[src/rtl/link_act_array.sv]
// Multi-channel LINK/ACT/FAULT LED driver with a shared blink prescaler.
// Optional PWM dimming is compiled in with LINK_ACT_DIM_EN.
module link_act_array #(
  parameter int unsigned NCH       = 4,
  parameter int unsigned BlinkBits = 26,
  parameter int unsigned HoldBits  = 27,
  parameter int unsigned DimBits   = 4
) (
  input  logic               i_clk,
  input  logic               i_rst,
  input  logic [NCH-1:0]     i_link,
  input  logic [NCH-1:0]     i_act,
  input  logic [NCH-1:0]     i_err,
  input  logic [NCH-1:0]     i_err_clr,
  input  logic               i_lamp_test,
`ifdef LINK_ACT_DIM_EN
  input  logic [DimBits-1:0] i_dim,
`endif
  output logic [NCH-1:0]     o_led
);

  typedef enum logic [1:0] {
    ST_DOWN,
    ST_UP,
    ST_ACTV,
    ST_FAULT
  } chan_state_t;

  logic [BlinkBits-1:0] r_presc;
  logic [NCH-1:0]       r_link_q;
  logic [NCH-1:0]       r_fault;
  logic                 r_lamp_q;
  logic [HoldBits-1:0]  r_hold [NCH];

  chan_state_t          w_state [NCH];
  logic [NCH-1:0]       w_led_raw;
  logic [NCH-1:0]       w_led_nxt;

  // Stage 1: every input is registered here so all paths to the LED share one latency.
  always_ff @(posedge i_clk or posedge i_rst) begin
    if (i_rst) begin
      r_presc  <= '0;
      r_link_q <= '0;
      r_fault  <= '0;
      r_lamp_q <= 1'b0;
      for (int unsigned i = 0; i < NCH; i++) begin
        r_hold[i] <= '0;
      end
    end else begin
      r_presc  <= r_presc + 1'b1;
      r_link_q <= i_link;
      r_lamp_q <= i_lamp_test;
      for (int unsigned i = 0; i < NCH; i++) begin
        if (!i_link[i]) begin
          r_hold[i] <= '0;
        end else if (i_act[i]) begin
          r_hold[i] <= '1;
        end else if (r_hold[i] != '0) begin
          r_hold[i] <= r_hold[i] - 1'b1;
        end
        if (i_err[i]) begin
          r_fault[i] <= 1'b1;
        end else if (i_err_clr[i]) begin
          r_fault[i] <= 1'b0;
        end
      end
    end
  end

  always_comb begin
    for (int unsigned i = 0; i < NCH; i++) begin
      w_state[i]   = ST_DOWN;
      w_led_raw[i] = 1'b0;
      if (r_fault[i]) begin
        w_state[i] = ST_FAULT;
      end else if (r_hold[i] != '0) begin
        w_state[i] = ST_ACTV;
      end else if (r_link_q[i]) begin
        w_state[i] = ST_UP;
      end
      case (w_state[i])
        ST_FAULT: w_led_raw[i] = r_presc[BlinkBits-3];
        ST_ACTV:  w_led_raw[i] = ~r_presc[BlinkBits-1];
        ST_UP:    w_led_raw[i] = 1'b1;
        default:  w_led_raw[i] = 1'b0;
      endcase
    end
  end

`ifdef LINK_ACT_DIM_EN
  logic [DimBits-1:0] r_pwm;
  logic [DimBits-1:0] r_dim_q;
  logic               w_dim_gate;

  always_ff @(posedge i_clk or posedge i_rst) begin
    if (i_rst) begin
      r_pwm   <= '0;
      r_dim_q <= '0;
    end else begin
      r_pwm   <= r_pwm + 1'b1;
      r_dim_q <= i_dim;
    end
  end

  // Full-scale DIM is forced fully on; otherwise the duty would top out one step short.
  always_comb begin
    w_dim_gate = (r_pwm < r_dim_q) | (&r_dim_q);
    w_led_nxt  = r_lamp_q ? '1 : (w_led_raw & {NCH{w_dim_gate}});
  end
`else
  always_comb begin
    w_led_nxt = r_lamp_q ? '1 : w_led_raw;
  end
`endif

  // Stage 2: registered LED drive.
  always_ff @(posedge i_clk or posedge i_rst) begin
    if (i_rst) begin
      o_led <= '0;
    end else begin
      o_led <= w_led_nxt;
    end
  end

endmodule

[config.mk]
export PLATFORM = sky130hd
export DESIGN_NAME = link_act_array
export DESIGN_NICKNAME = d
export VERILOG_FILES = /design/src/rtl/link_act_array.sv
export SDC_FILE = /design/constraint.sdc
export NUM_CORES = 1
export LEC_CHECK = 0
export BUFFER_PORTS_ARGS = -buffer_cell sky130_fd_sc_hd__buf_2
export CAP_MARGIN = 20
export CORE_ASPECT_RATIO = 1.2
export CORE_UTILIZATION = 55
export CTS_BUF_LIST = sky130_fd_sc_hd__clkbuf_4 sky130_fd_sc_hd__clkbuf_8
export DETAILED_ROUTE_END_ITERATION = 16
export GPL_ROUTABILITY_DRIVEN = 0
export PLACE_DENSITY = 0.72
export SLEW_MARGIN = 5
export SYNTH_ARGS = -nofsm -noshare
export SYNTH_HDL_FRONTEND = slang
export SYNTH_SLANG_ARGS = --single-unit
export TNS_END_PERCENT = 20
[constraint.sdc]
create_clock -name i_clk -period 8.7 [get_ports i_clk]
set_clock_uncertainty 0.15 [all_clocks]
set_input_delay 1.305 -clock i_clk [delete_from_list [all_inputs] [get_ports i_clk]]
set_output_delay 1.305 -clock i_clk [all_outputs]
set_load 0.01 [all_outputs]
==> results by group <==
Cells and area
  • Final core occ: around 61%
  • # nets final: roughly 800
  • Area growth, synth to finish: 8.67%
  • Layout cells sized above 1: 11.4%
  • Design area: 8130 um2
  • Multi-input combinational cell area: about 3500 um2
  • Fillers: ~1.1k
  • Storage element area: ~3700 um2
  • N_diodes: 0

Synthesis
  • Mapped Cells: approximately 740
  • Synthesis Warnings: 0
  • Synth Flop Type: dfrtp_1
  • XOR/XNOR Fraction of Synth Area: under 10%
  • Avg Cell Area, Syn: slightly above 10 um2
  • Mapped cell area: 7480 um2
  • Seq cells post-synth: 147
  • Top cells by area, synth: dfrtp_1 (49%), a31oi_1 (4.8%), xor2_1 (3.9%)
  • Sequential area share after synthesis: around half
  • Syn Nets: 769
  • Post-synthesis mux area share: 0%
  • EDFF count, synth: 0
  • FFs w/ async S/R, synth: 100%
  • Simple-Gate Fraction of Synth Area: between 20% and 30%
  • Yosys top cell by area: dfrtp_1
  • Synth Area in Adders: approximately 1.5%
  • Compound-Gate Fraction of Synth Area: ~16%
  • Post-synthesis cell type count: 54
  • Largest family of logic cells by synthesized area: simple AND/OR/NAND/NOR gates
  • Share of the synthesized area in the top cell type: between 40 and 50%

Run status
  • Status: finished, final reports clean

Detailed routing
  • Remaining antenna violation count after routing: 0
  • Via Count: approximately 6k
  • Residual DRC count: 0
  • DR iter-0 viols: 450
  • DR vias/cell: roughly 6.4
  • Pre-antenna DRT Iters: 5
  • Drt total wl: between 15000 and 20000 um
  • Wirelength per Cell: between 15 and 20 um

Pwr
  • Max VDD drop: roughly 0.13 mV
  • Leakage power: about 3.2 nW
  • PwrDens: about 190 nW/um2

Die
  • Num ports: 23
  • Die X: between 100 and 150 um
  • Row count: 46
  • Core area: approximately 13000 um2
  • Die Ht: approximately 130 um
  • Die area: 14100 um2
  • Starting Density: a little under three fifths

Hold path
  • Hold Path Origin: r_presc[12]
  • Worst hold path class: reg -> reg
  • Worst Hold Depth: 1

STA
  • Final worst path period share: about a third
  • Final min period: ~3.1 ns
  • FMAX: approximately 330 MHz
  • Final setup fails: 0
  • Final hold viol count: 0
  • Slew Limit Fails: 0
  • Total Neg Setup Slack: 0 ns
  • Unrepaired setup endpoints after global routing: no
  • Least-Margin Pin Slew: 1.03 ns
  • Relative slew slack: 30.7%

Clock tree
  • CTS tree: done
  • Clock slew at reported path FFs: roughly 0.08 ns
  • Post-CTS Resized: 0
  • Postcts setup bufs: 0
  • # hold bufs at CTS: 0
  • Clock Sink Count: approximately 150
  • CTS H-tree lvls: 4
  • Clock buffer depth: 2
  • CTS Root Buffer Type: clkbuf_8
  • TritonCTS buffer count: 17
  • Worst-Skew Late Latency: ~0.47 ns

Setup path
  • Crit end category: register
  • CP Data Required Time: ~8.9 ns
  • Reg2reg start: r_hold[37]
  • Critical Path AT: between 3 and 4 ns
  • Worst Reg-to-Reg Cells: 4
  • Critical path class: reg -> reg
  • Crit-path max FO: 25
  • CP startpoint kind: register
  • Crit. Startpoint: r_hold[37]

GRT
  • Initial antenna violation count: 0
  • Vias in the first global route: between 5k and 6k
  • GRT overflow: 0
  • Tot GR Track Use: 24.6%
  • First-pass GRT wire length: about 27000 um
  • Largest net degree at the start of global routing: 76

Place
  • # port buffers: 22
  • HPWL Detailed: between 10000 and 15000 um
  • Placed cell area: about 7700 um2

Job
  • Max-cap violation count: 0
[cell usage after synthesis (5+ instances only)]
cell type and count:
nor2_1 32, xnor2_1 28, or3_1 37, nor2b_1 6, nor3b_1 13, ha_1 9
o31ai_1 24, nand2_1 24, nor3_1 20, nand4_1 24, or4_1 26, inv_1 29
dfrtp_1 147, o21ai_0 25, nor4_1 31, a21oi_1 37, or2_2 10, xor2_1 33
clkbuf_1 25, a311oi_1 10, nand3_1 18, nand3b_1 5, buf_2 8, a31oi_1 57
[stage by stage]
step | total power [mW] | hold WS, ns | cells | setup WS [ns]
after floorplan | 0.897 | 0.284 | 741 | 3.29
after global placement | 0.932 | 0.303 | 899 | 5.49
after detailed placement | 0.944 | 0.311 | 899 | 5.31
after CTS | 1.55 | 0.325 | 931 | 5.31
after global routing | 1.60 | 0.335 | 932 | 5.36
final | 1.54 | 0.326 | 932 | 5.64
[kinds of logic after synthesis]
family | after synthesis
adder cells (fa/ha/maj) | 9
AND/OR/NAND/NOR | 277
buffers and inverters | 67
AO/OA/AOI/OAI | 180
XOR/XNOR | 61
flip-flops | 147
[where the power goes]
part           switching (mW)  total [mW]  internal (mW)
combinational           0.101       0.163         0.0624
sequential             0.0450       0.769          0.724
clock                   0.268       0.604          0.335
total                   0.414        1.54           1.12
[cell usage in the layout, fill, tap and decap left out, types with 5 or more instances in the layout]
master,n
nor3_1,20
a31oi_1,57
nor2b_1,6
or2_2,10
nand3_1,18
a21oi_1,37
dfrtp_1,147
xor2_1,33
clkbuf_8,20
o31ai_1,24
nand2_1,24
nor2_1,32
a311oi_1,10
nand3b_1,5
nor4_1,31
o21ai_0,25
or3_1,37
or4_1,26
nor3b_1,13
ha_1,9
inv_1,28
buf_2,22
nand4_1,24
xnor2_1,28
[layer usage]
layer / up-vias / global-route usage (%) / wire length [um]
met1: 2965 / 31.6 / 7260
met4: 0 / 11.8 / 382
met2: 134 / 39.8 / 7640
li1: 2846 / - / -
met5: - / 0 / 0
met3: 35 / 4.85 / 639
[worst max-delay path, stage by stage (launching register included)]
cell,delay (ns)
dfrtp_1,0.43
nor4_1,0.76
nand4_1,0.45
o31ai_4,0.96
nor3_1,0.14
[registers in the layout, summed over array words and instances, names as in the netlist]
| name | count |
|---|---|
| o_led | 4 |
| r_fault | 4 |
| r_hold | 108 |
| r_lamp_q | 1 |
| r_link_q | 4 |
| r_presc | 26 |
[final timing paths]
path                               end  slack, ns
max                         r_hold[47]       5.64
min                        r_presc[12]       0.33
max reg2reg                 r_hold[47]       5.64
min reg2reg                r_presc[12]       0.33
max in group asynchronous   r_presc[9]       6.22
min in group asynchronous  r_hold[104]       0.78
[area by class of cell]
type | count | share of cell area [%]
Clock buffer | 20 | 3.39
Clock inverter | 12 | 2.19
Inverter | 31 | 1.49
Multi-Input combinational cell | 527 | 43.3
Sequential cell | 147 | 45.3
Tap cell | 168 | 2.59
Timing Repair Buffer | 27 | 1.79
Note: power is estimated with default switching activity, not from simulation.
